### src/rtl/scroll_step_scheduler.sv
// rtl/scroll_step_scheduler.sv - per-frame parallax layer step scheduler
// Grants per-layer LFSR steps to a shared step unit and defers line reloads past in-flight steps.
module scroll_step_scheduler #(
  parameter int NUM_LAYERS = 4,
  parameter int DIV_W      = 3,
  parameter int LAYER_W    = 2
) (
  input  logic                        clk,
  input  logic                        rst,
  input  logic                        enable,
  input  logic                        frame_tick,
  input  logic                        line_tick,
  input  logic [NUM_LAYERS*DIV_W-1:0] layer_div,
  output logic                        step_req,
  output logic [LAYER_W-1:0]          step_layer,
  input  logic                        step_ack,
  output logic                        line_reload,
  output logic                        busy,
  output logic                        overrun,
  output logic [NUM_LAYERS-1:0]       pending
);

  typedef enum logic {IDLE, GRANT} state_t;

  state_t                  state_q, state_d;
  logic [DIV_W-1:0]        cnt_q [NUM_LAYERS];
  logic [DIV_W-1:0]        cnt_d [NUM_LAYERS];
  logic [NUM_LAYERS-1:0]   pending_q, pending_d;
  logic [NUM_LAYERS-1:0]   new_bits, clr_bits;
  logic [LAYER_W-1:0]      step_layer_q, step_layer_d;
  logic                    overrun_q, overrun_d;
  logic                    defer_q, defer_d;
  logic                    line_reload_q, line_reload_d;
  logic                    tick;

  function automatic logic [LAYER_W-1:0] lowest(input logic [NUM_LAYERS-1:0] v);
    lowest = '0;
    for (int i = NUM_LAYERS - 1; i >= 0; i--) begin
      if (v[i]) lowest = LAYER_W'(i);
    end
  endfunction

  assign busy = (state_q == GRANT) | (pending_q != '0);

  always_comb begin
    tick          = frame_tick & enable;
    cnt_d         = cnt_q;
    new_bits      = '0;
    clr_bits      = '0;
    state_d       = state_q;
    step_layer_d  = step_layer_q;
    defer_d       = defer_q;
    line_reload_d = 1'b0;

    for (int i = 0; i < NUM_LAYERS; i++) begin
      if (tick) begin
        if (cnt_q[i] == '0) begin
          cnt_d[i]    = layer_div[i*DIV_W +: DIV_W];
          new_bits[i] = 1'b1;
        end else begin
          cnt_d[i] = cnt_q[i] - 1'b1;
        end
      end
      clr_bits[i] = (state_q == GRANT) && step_ack && (step_layer_q == LAYER_W'(i));
    end

    // A tick re-setting the bit being acked keeps it set: that is the new frame's step.
    pending_d = (pending_q & ~clr_bits) | new_bits;
    overrun_d = overrun_q | (tick & busy);

    case (state_q)
      IDLE: begin
        if (pending_q != '0) begin
          state_d      = GRANT;
          step_layer_d = lowest(pending_q);
        end
      end
      GRANT: begin
        if (step_ack) begin
          if (pending_d != '0) step_layer_d = lowest(pending_d);
          else                 state_d      = IDLE;
        end
      end
      default: state_d = IDLE;
    endcase

    // Reloads wait until nothing is queued or in flight; repeated requests collapse.
    if (!busy) begin
      line_reload_d = line_tick | defer_q;
      defer_d       = 1'b0;
    end else if (line_tick) begin
      defer_d = 1'b1;
    end
  end

  always_ff @(posedge clk or posedge rst) begin
    if (rst) begin
      state_q       <= IDLE;
      pending_q     <= '0;
      step_layer_q  <= '0;
      overrun_q     <= 1'b0;
      defer_q       <= 1'b0;
      line_reload_q <= 1'b0;
      for (int i = 0; i < NUM_LAYERS; i++) cnt_q[i] <= '0;
    end else begin
      state_q       <= state_d;
      pending_q     <= pending_d;
      step_layer_q  <= step_layer_d;
      overrun_q     <= overrun_d;
      defer_q       <= defer_d;
      line_reload_q <= line_reload_d;
      for (int i = 0; i < NUM_LAYERS; i++) cnt_q[i] <= cnt_d[i];
    end
  end

  assign step_req    = (state_q == GRANT);
  assign step_layer  = step_layer_q;
  assign line_reload = line_reload_q;
  assign overrun     = overrun_q;
  assign pending     = pending_q;

endmodule

### config.mk
export PLATFORM = sky130hd
export DESIGN_NAME = scroll_step_scheduler
export DESIGN_NICKNAME = d
export VERILOG_FILES = /design/src/rtl/scroll_step_scheduler.sv
export SDC_FILE = /design/constraint.sdc
export NUM_CORES = 1
export LEC_CHECK = 0
export ABC_CLOCK_PERIOD_IN_PS = 2000
export BUFFER_PORTS_ARGS = -buffer_cell sky130_fd_sc_hd__buf_4
export CORE_UTILIZATION = 47
export DETAILED_ROUTE_END_ITERATION = 10
export PLACE_DENSITY = 0.74
export SLEW_MARGIN = 20
export SYNTH_ARGS = -nofsm -noshare
export SYNTH_HDL_FRONTEND = slang
export SYNTH_SLANG_ARGS = --single-unit
### constraint.sdc
create_clock -name clk -period 2 [get_ports clk]
set_clock_uncertainty 0.2 [all_clocks]
set_input_delay 0.1 -clock clk [delete_from_list [all_inputs] [get_ports clk]]
set_output_delay 0.1 -clock clk [all_outputs]
set_load 0.02 [all_outputs]
Word level (Yosys, flattened, before mapping)
Index checks and enable logic that the tools add are counted.

Add/sub/neg operators: 4. Multipliers: 0. Div/mod/pow operators: 0. Magnitude comparators: 0. Equal/unequal tests: 7. Shift operators: 0. Muxes and demuxes: 31. Bitwise logic cells: 9. Reductions and logical operators: 13.

Operator list (number): 2-to-1 mux 2 bit (11); 2-to-1 mux 1 bit (14); zero test 3 bit (4); 2-to-1 mux 3 bit (4); subtractor 3 x 1 -> 3 bit (second input constant) (4); nonzero test 4 bit (2); != test 2 bit (second input constant) (3); logical AND 1 bit (5); AND 4 bit (1); equality test 2 bit (second input constant) (2); inverter 4 bit (1); OR 4 bit (1); case mux 2 bit (2 select lines) (1); OR 1 bit (3); AND reduction 3 bit (1); AND 1 bit (2); equality test 2 x 1 -> 1 bit (second input constant) (1); zero test 2 bit (1); != test 2 x 1 -> 1 bit (second input constant) (1); case mux 1 bit (2 select lines) (1); inverter 1 bit (1).

Flip-flop bits (word level): 22. Bits in latches: 0. Bits in writable memories: 0. ROM bits: 0. Input port bits: 18. Output and inout bits: 10. Logic and storage cells: 74. Memories: 0.

Depth between registers and ports, before layout
Gate-level depths: netlist (run 1).

Word-level depth: 12. Mapped depth: 8. Mapped depth without buffers: 8.

Least setup slack after synthesis (run 1)
Ideal clock, no wire load.

Path kind: register to register. Start point: register cnt_q[0] in the netlist's numbering. End point: register step_layer_q[1] (netlist: step_layer[1]). Setup time: 0.125 ns. Arrival: 1.699 ns. Required time: 1.675 ns. Path slack: -0.024 ns. Stages on the path, launching flop included: 8. Clock period less this slack: 2.024 ns. Cell sequence: dfrtp_1 inv_1 ha_1 nor2b_1 a22oi_2 nand4_2 a31oi_2 mux2_2.

Longest elaborated chain between the ends: 11.

Ends and longest elaborated chain: from (decl) (line 26) `logic [DIV_W-1:0] cnt_q [NUM_LAYERS];`; zero test 3 bit * (line 57) `if (cnt_q[i] == '0) begin`; 2-to-1 mux 1 bit * (line 57); 2-to-1 mux 1 bit * (line 56) `if (tick) begin`; OR 4 bit * (line 68) `pending_d = (pending_q & ~clr_bits) | new_bits;`; 2-to-1 mux 2 bit (4 in a row) (line 39) `if (v[i]) lowest = LAYER_W'(i);`; 2-to-1 mux 2 bit (line 80) `if (pending_d != '0) step_layer_d = lowest(pending_d);`; 2-to-1 mux 2 bit (line 79) `if (step_ack) begin`; case mux 2 bit (2 select lines) (line 71) `case (state_q)`; to (signal assigned) (line 108) `step_layer_q <= step_layer_d;`; to (decl) (line 30) `logic [LAYER_W-1:0] step_layer_q, step_layer_d;`.

Every way passes the cells marked *; elsewhere a longest branch is shown, timed or not. The select of a mux whose other input is x is not followed. A chain may end at the register's enable or synchronous reset.

Worst setup path in the final report (run 1)
Same ends and word-level chain as after synthesis.

==> run summary, run 1 <==
DR pass1 iterations: 4
Commonest non-fill, non-tap cell in the layout: buf_4
Register Area: 551.8 um2
Pre-CTS setup slack: -65.55 ps
First-pass GRT wire length: 5009 um
Area leader, netlist: dfrtp_1
Vias: 1196
CTS Root Buffer Type: clkbuf_4
Synth top area share: 44.76%
Final core occ: 76.21%
Post-Syn Nets: 146
Worst EP arrival: 2040 ps
Row Count: 18
Req. time, crit path: 2030 ps
Layout cells sized above 1: 44.09%
Hold crit path type: in -> reg
#FFs+latches synth: 22
Hold_ws: -4.210 ps
Total GRT Usage: 24.85%
Mapped Cells: 120
Final Non-Filler Cells: 216
Placed cell area: 1594 um2
Clk slew on worst S/H paths: 130 ps
Period utilization: 100.8%
Commonest non-fill, non-tap cells in the layout: 54 x buf_4, 21 x dfrtp_1, 14 x inv_1, 12 x dlygate4sd3_1
Htree depth: 1
Cells after DPL: 193
Final wirelength: 3495 um
CP endpoint kind: flop
Final count of hold timing violations: 1
Fmax achieved: 495.9 MHz
Filler cell count: 156
Area of the multi-input gates: 694.4 um2
Yosys warns: 0
Post-synth EDFFs: 0
RSZ-0062 raised after global routing: true
Max-cap viol count: 0
Endpoints failing setup: 1
Worst skew pair latency: 330 ps
Pins Over Slew Limit: 0
Area contributors post-synth: dfrtp_1 45%, ha_1 8.1%, inv_1 4.6%
Slew margin rel.: 78.34%
Tot Pwr: 2.687 mW
Initial Util: 49.65%
Register area share after synthesis: 44.76%
Detail Route Antenna Nets: 0
CTS Buffer Depth: 2
Worst vdd rail ir drop: 1.068 mV
Drt wl/cell: 16.18 um
Setup TNS: -16.64 ps
Via density per instance: 5.537
# diodes: 0
Ys async rst share: 100.0%
Crit Path Max Fanout: 3
Core area: 2477 um2
Startpoint types: flop
Port bufs: 27
Mean post-synth cell area: 10.25 um2
CTS buffer count: 3
Vias in the first global route: 1144
Top_reg_cell synth: dfrtp_1
Area Growth Syn to Fin: 53.51%
Worst slew pin tran: 322.0 ps
Failing checks: negative hold slack, negative setup slack
Final Instance Area: 1888 um2
Die area: 2825 um2
Final HPWL DP: 2074 um
Die Ht: 53.16 um
Overflow after GRT: 0
Static leakage: 0.9046 nW
Power per Cell Area: 1423 nW/um2
# IOs: 28
Chip width: 53.16 um
Largest net degree at the start of global routing: 23
Tmin final: 2017 ps
Cell Area, Synth: 1230 um2
CTS sink cnt: 22
Post-route DRC violation count: 0
CTS tree: done
Global placer's final weighted congestion: 0.8695
Crit path kind: reg -> reg
Status: finished with violations
Initial antenna violation count: 0
Worst setup margin: -16.64 ps
Synth cell types: 32
Final nets: 214
Iteration-0 DRC Markers: 29
kinds of logic (layout without fill, tap and decap cells):
kind of cell,Yosys count,after routing,share of synthesized area [%]
compound gates,35,35,21.57
simple gates,31,31,14.04
flops,22,22,44.76
buf+inv,18,84,6.104
fa+ha+maj,8,8,8.139
mux,6,6,5.391
layout make-up:
type | instances | share of cell area, %
timing repair buffer | 66 | 27.83
sequential | 22 | 29.22
inverter | 15 | 2.982
tap | 30 | 1.988
clock buffer | 3 | 1.193
multi-input combinational | 80 | 36.78
synthesized netlist by cell type (all sizes together) (2+ instances only):
library cell   n
nand4          2
a22oi          2
inv           15
o211ai         4
mux2           5
nor2b          3
nand2          8
nor2           7
a2bb2oi        2
nor3           2
clkbuf         2
o21ai          6
dfrtp         22
a21oi          7
nand4b         2
nand2b         3
a211oi         2
ha             8
nor4           2
o21a           2
a31oi          7
per-layer routing:
| layer | wire length [um] | track usage (%) |
|---|---|---|
| met5 | 0 | 0 |
| met4 | 25 | 5.702 |
| met3 | 155 | 2.874 |
| met2 | 1812 | 41.98 |
| met1 | 1501 | 33.82 |
report_power, final:
| group | total [mW] | switching [mW] | internal [mW] | leakage [nW] |
|---|---|---|---|---|
| sequential | 0.836 | 0.208 | 0.628 | 0.256 |
| clock | 0.214 | 0.143 | 0.0708 | 0.0138 |
| combinational | 1.64 | 0.747 | 0.890 | 0.635 |
| total | 2.69 | 1.10 | 1.59 | 0.905 |
timing repair:
item | in CTS | in global routing
gates resized for setup | 1 | 19
endpoints found under the hold margin | 33 | 0
hold buffers | 12 | 0
buffers inserted | 4 | 4
setup endpoints to repair | 2 | 3
pin swaps | 2 | 6
registers in the layout, indices dropped and copies added (netlist names):
register	cells
step_req	1
overrun	1
defer_q	1
line_reload	1
cnt_q	12
pending	4
step_layer	2
path summary, 6_finish.rpt:
kind	from	endpoint	slack (ps)	cells past startpoint
worst max-delay path	cnt_q[0]	step_layer[1]	-20	8
worst min-delay path	layer_div[2]	cnt_q[11]	-4	4
worst max register to register	cnt_q[0]	step_layer[1]	-20	8
worst min register to register	overrun	overrun	280	1
max in group asynchronous	rst	step_layer[0]	1200	4
min in group asynchronous	rst	cnt_q[11]	150	4
worst max-delay path, cell delays in order (launching register included):
cell	delay, ps
dfrtp_1	390
inv_2	70
ha_4	160
nor2b_4	120
a22oi_2	240
buf_4	190
nand2_2	40
a41o_2	230
mux2_4	270
Power figures use the tool's default switching activity.
==> run 2, diff against run 1 <==
- CELL_PAD_IN_SITES_DETAIL_PLACEMENT: not set -> 0
- CELL_PAD_IN_SITES_GLOBAL_PLACEMENT: not set -> 1
- CORE_UTILIZATION: 47 -> 36
- PLACE_DENSITY: 0.74 -> not set
- PLACE_DENSITY_LB_ADDON: not set -> 0.1
==> run 2 against run 1 <==
  * The run now ends clean
  * Total power grew 0.28%
  * Sequential power shrank 3.9%
  * First-iteration DRC count grew 48%
  * Flip-flop and latch count is the same
  * Non-clock buffer count shrank 1
  * Register-to-register slack gained 30 ps
  * Largest cell class unchanged
  * Critical path depth shrank 1
  * Global-route usage shrank 7.7 points
  * Maximum frequency grew 1.7%
==> run summary, run 2 (synthesis gave the netlist of run 1 again) <==
R2r setup slk: 20 ps (was -20 ps)
CTS Root Buffer Type: clkbuf_4 (unchanged)
Hold crit path type: in -> reg (unchanged)
Crit Path Max Fanout: 5 (was 3)
Worst skew pair latency: 310 ps (was 330 ps)
Max reg flops: 12 (unchanged)
Core area: 3153 um2 (was 2477 um2)
Startpoint types: flop (unchanged)
Final Instance Area: 1946 um2 (was 1888 um2)
Initial Util: 39.01% (was 49.65%)
Detail Route Antenna Nets: 0 (unchanged)
CP endpoint kind: flop (unchanged)
Placed cell area: 1619 um2 (was 1594 um2)
Via density per instance: 4.926 (was 5.537)
Die Ht: 60.45 um (was 53.16 um)
Endpoints failing setup: 0 (was 1)
Final wirelength: 2966 um (was 3495 um)
Filler cell count: 283 (was 156)
Global placer's final weighted congestion: 0.8823 (was 0.8695)
Static leakage: 0.9102 nW (was 0.9046 nW)
Final HPWL DP: 2071 um (was 2074 um)
# diodes: 0 (unchanged)
Pins Over Slew Limit: 0 (unchanged)
CTS Buffer Depth: 2 (unchanged)
Final core occ: 61.71% (was 76.21%)
Largest net degree at the start of global routing: 23 (unchanged)
Vias in the first global route: 1123 (was 1144)
Overflow after GRT: 0 (unchanged)
Final Non-Filler Cells: 230 (was 216)
# IOs: 28 (unchanged)
Iteration-0 DRC Markers: 43 (was 29)
First-pass GRT wire length: 4560 um (was 5009 um)
DR pass1 iterations: 4 (unchanged)
Vias: 1133 (was 1196)
Final nets: 213 (was 214)
Cells after DPL: 208 (was 193)
Tmin final: 1984 ps (was 2017 ps)
Area Growth Syn to Fin: 58.19% (was 53.51%)
Req. time, crit path: 2010 ps (was 2030 ps)
Commonest non-fill, non-tap cell in the layout: buf_4 (unchanged)
Worst vdd rail ir drop: 0.7948 mV (was 1.068 mV)
Largest register by flop count: cnt_q (unchanged)
CTS tree: done (unchanged)
Fmax achieved: 504.1 MHz (was 495.9 MHz)
Port bufs: 27 (unchanged)
Final count of hold timing violations: 0 (was 1)
Chip width: 60.45 um (was 53.16 um)
Worst slew pin tran: 363.9 ps (was 322.0 ps)
Total GRT Usage: 17.15% (was 24.85%)
Row Count: 20 (was 18)
Tot Pwr: 2.694 mW (was 2.687 mW)
Slew margin rel.: 75.54% (was 78.34%)
Max-cap viol count: 0 (unchanged)
Crit path kind: reg -> reg (unchanged)
Power per Cell Area: 1385 nW/um2 (was 1423 nW/um2)
CTS buffer count: 3 (unchanged)
Layout cells sized above 1: 41.94% (was 44.09%)
Clk slew on worst S/H paths: 130 ps (about the same)
Initial antenna violation count: 0 (unchanged)
CTS sink cnt: 22 (unchanged)
Drt wl/cell: 12.90 um (was 16.18 um)
Htree depth: 1 (unchanged)
Commonest non-fill, non-tap cells in the layout: 49 x buf_4, 22 x dfrtp_1, 16 x dlygate4sd3_1, 12 x inv_1 (was 54 x buf_4, 21 x dfrtp_1, 14 x inv_1, 12 x dlygate4sd3_1)
Die area: 3654 um2 (was 2825 um2)
Status: complete, no violations (was finished with violations)
Worst EP arrival: 1990 ps (was 2040 ps)
Period utilization: 99.18% (was 100.8%)
Post-route DRC violation count: 0 (unchanged)
RSZ-0062 raised after global routing: true (unchanged)
-- run 2: cell count changes in the layout (fill, tap and decap cells not counted), sizes merged --
cell | before | now
buf | 54 | 49
bufinv | 0 | 1
dlygate4sd3 | 12 | 16
-- run 2: path summary, 6_finish.rpt --
check	depth (start not counted)	startpoint	end
max	7	cnt_q[1]	step_layer[1]
min	4	layer_div[8]	cnt_q[5]
max reg2reg	7	cnt_q[1]	step_layer[1]
min reg2reg	1	overrun	overrun
max in group asynchronous	4	rst	step_layer[0]
min in group asynchronous	4	rst	cnt_q[2]
-- run 2: through the flow --
stage	hold slack [ps]	TNS [ps]	setup slack [ps]
after floorplan	-110.8	0	1.328
after global placement	-31.97	0	7.400
after detailed placement	-33.06	-64.33	-64.33
after CTS	11.01	-24.92	-24.92
after global routing	12.79	-100.6	-58.03
final	27.57	0	16.42
-- run 2: critical path, cell delays in order, from the launching register on --
cell     delay [ps]
dfrtp_1         380
inv_2            60
ha_4            150
nor2b_4         140
a22oi_2         270
nand4_4         140
a31oi_4         230
mux2_4          310
-- run 2: report_power, final --
group,total [mW],switching (mW),internal (mW)
combinational,1.55,0.712,0.835
sequential,0.803,0.176,0.627
clock,0.344,0.142,0.202
-- run 2: area by class of cell --
cell class	count	area, um2	share of cell area, %
Multi-Input combinational cell	80	703.2	36.14
Sequential cell	22	550.5	28.30
Timing Repair Buffer	65	528.0	27.14
Inverter	15	56.30	2.894
Tap cell	44	55.05	2.830
Clock inverter	1	30.03	1.543
Clock buffer	3	22.52	1.158
-- run 2: what timing repair did --
action | 4_1_cts | 5_1_grt
setup endpoints to repair | 3 | 2
buffers inserted | 0 | 2
hold buffers | 16 | 0
pin swaps | 2 | 6
endpoints found under the hold margin | 35 | 0
gates resized for setup | 3 | 17
-- run 2: layer usage --
layer	part of all wire (%)	global-route usage (%)	wire length (um)
met3	2.2	2.132	66
met1	43	19.52	1286
met4	2.4	10.06	70
met5	0	0	0
met2	52	30.77	1543
==> run 3, diff against run 2 <==
- SETUP_SLACK_MARGIN: not set -> 0.3
==> run 3 against run 2 <==
  * Routed wire length decreased by 0.10%
  * Critical path depth is the same
  * Count of clock-buffer cells in the layout increased by 1
  * Critical endpoint unchanged
==> run summary, run 3 (synthesis gave the netlist of run 1 again) <==
Endpoints failing setup: 0 (unchanged)
Max-cap viol count: 0 (unchanged)
Req. time, crit path: 2000 ps (was 2010 ps)
Final wirelength: 2963 um (was 2966 um)
Vias: 1090 (was 1133)
Final HPWL DP: 1990 um (was 2071 um)
Tmin final: 1951 ps (was 1984 ps)
Via density per instance: 4.888 (was 4.926)
Final Instance Area: 1883 um2 (was 1946 um2)
Final core occ: 59.72% (was 61.71%)
Placed cell area: 1575 um2 (was 1619 um2)
# IOs: 28 (unchanged)
Worst vdd rail ir drop: 0.8372 mV (was 0.7948 mV)
Detail Route Antenna Nets: 0 (unchanged)
Post-route DRC violation count: 0 (unchanged)
Crit Path Max Fanout: 4 (was 5)
CTS Buffer Depth: 2 (unchanged)
Largest net degree at the start of global routing: 20 (was 23)
Startpoint types: flop (unchanged)
Status: complete, no violations (unchanged)
DR pass1 iterations: 4 (unchanged)
CTS tree: done (unchanged)
Static leakage: 0.8674 nW (was 0.9102 nW)
Commonest non-fill, non-tap cell in the layout: buf_4 (unchanged)
Htree depth: 1 (unchanged)
Tot Pwr: 2.544 mW (was 2.694 mW)
Setup TNS: 0 ps (unchanged)
Crit path kind: reg -> reg (unchanged)
Slew margin rel.: 74.20% (was 75.54%)
Worst setup margin: 49.23 ps (was 16.42 ps)
Clk slew on worst S/H paths: 120 ps (was 130 ps)
GR Util met2: 30.93% (was 30.77%)
Period utilization: 97.54% (was 99.18%)
CTS sink cnt: 22 (unchanged)
Hold crit path type: in -> reg (unchanged)
Die Ht: 60.45 um (unchanged)
Die area: 3654 um2 (unchanged)
Max reg flops: 12 (unchanged)
Initial antenna violation count: 0 (unchanged)
Iteration-0 DRC Markers: 38 (was 43)
Initial Util: 39.01% (unchanged)
RSZ-0062 raised after global routing: true (unchanged)
Worst EP arrival: 1950 ps (was 1990 ps)
Total GRT Usage: 18.22% (was 17.15%)
Row Count: 20 (unchanged)
CTS Root Buffer Type: clkbuf_4 (unchanged)
Met3 Track Usage GR: 1.919% (was 2.132%)
Worst slew pin tran: 386.6 ps (was 363.9 ps)
Drt wl/cell: 13.29 um (was 12.90 um)
CP Cell Sequence: inv_2, ha_4, nor2b_4, a22oi_4, nand4_4, a31oi_4, mux2_4 (was inv_2, ha_4, nor2b_4, a22oi_2, nand4_4, a31oi_4, mux2_4)
Pins Over Slew Limit: 0 (unchanged)
Layer with the highest usage: met2 (unchanged)
M1 GR Usage: 24.00% (was 19.52%)
Vias in the first global route: 1089 (was 1123)
Hold_ws: 21.42 ps (was 27.57 ps)
CP endpoint kind: flop (unchanged)
Commonest non-fill, non-tap cells in the layout: 46 x buf_4, 18 x dfrtp_1, 12 x dlygate4sd3_1, 11 x inv_1 (was 49 x buf_4, 22 x dfrtp_1, 16 x dlygate4sd3_1, 12 x inv_1)
Overflow after GRT: 0 (unchanged)
Port bufs: 27 (unchanged)
Cells after DPL: 192 (was 208)
Chip width: 60.45 um (unchanged)
Filler cell count: 293 (was 283)
# diodes: 0 (unchanged)
Worst skew pair latency: 300 ps (was 310 ps)
Area Growth Syn to Fin: 53.10% (was 58.19%)
Max incr delay on CP: 380 ps (about the same)
Final count of hold timing violations: 0 (unchanged)
Fmax achieved: 512.6 MHz (was 504.1 MHz)
First-pass GRT wire length: 4892 um (was 4560 um)
Pre-CTS setup slack: 5.919 ps (was -64.33 ps)
Power per Cell Area: 1351 nW/um2 (was 1385 nW/um2)
Slowest-stage cell, CP: dfrtp_1 (unchanged)
Layout cells sized above 1: 44.69% (was 41.94%)
Core area: 3153 um2 (unchanged)
Final nets: 206 (was 213)
Final Non-Filler Cells: 223 (was 230)
Largest register by flop count: cnt_q (unchanged)
CTS buffer count: 3 (unchanged)
Global placer's final weighted congestion: 0.7917 (was 0.8823)
==> run 3: changes by cell type in the layout (fill, tap and decap cells not counted), sizes merged <==
| cell | delta |
|---|---|
| buf | -3 |
| dlygate4sd3 | -4 |
| bufinv | -1 |
| clkbuf | +1 |
==> run 3: layer usage <==
metal	vias up	wire [um]
li1	549	-
met5	-	0
met2	22	1512
met4	0	24
met3	2	95
met1	517	1330
==> run 3: layout make-up <==
class | count | area (um2) | area share (%)
clock buffers | 4 | 36.28 | 1.927
inverters | 15 | 56.30 | 2.990
multi-input cells | 80 | 714.4 | 37.94
flip-flops and latches | 22 | 555.5 | 29.50
well taps | 44 | 55.05 | 2.924
repair buffers | 58 | 465.4 | 24.72
==> run 3: critical path, delay by kind of cell (launching register included) <==
| family | cells | cell delay, ps |
|---|---|---|
| AO/OA/AOI/OAI | 2 | 470 |
| adder cells (fa/ha/maj) | 1 | 160 |
| AND/OR/NAND/NOR | 2 | 280 |
| buffers and inverters | 1 | 60 |
| flip-flops | 1 | 380 |
| multiplexers | 1 | 310 |
==> run 3: worst paths after layout <==
| kind | startpoint | to | slack, ps | cells after the start |
|---|---|---|---|---|
| max in group asynchronous | rst | pending[0] | 950 | 4 |
| max | cnt_q[9] | step_layer[1] | 50 | 7 |
| min in group asynchronous | rst | cnt_q[8] | 120 | 3 |
| max reg2reg | cnt_q[9] | step_layer[1] | 50 | 7 |
| min | layer_div[11] | cnt_q[2] | 20 | 4 |
| min reg2reg | overrun | overrun | 280 | 1 |
==> run 3: power breakdown <==
group	leakage (nW)	switching (mW)	total, mW	internal, mW
sequential	0.252	0.187	0.821	0.634
combinational	0.594	0.685	1.48	0.793
clock	0.0210	0.134	0.245	0.111
==> run 3: timing repair <==
item                                    4_1_cts  5_1_grt
gates resized for setup                       4        3
buffers inserted                              8        7
pin swaps                                     4        5
hold buffers                                 12        0
endpoints found under the hold margin        33        0
endpoints found under the setup margin        3        4
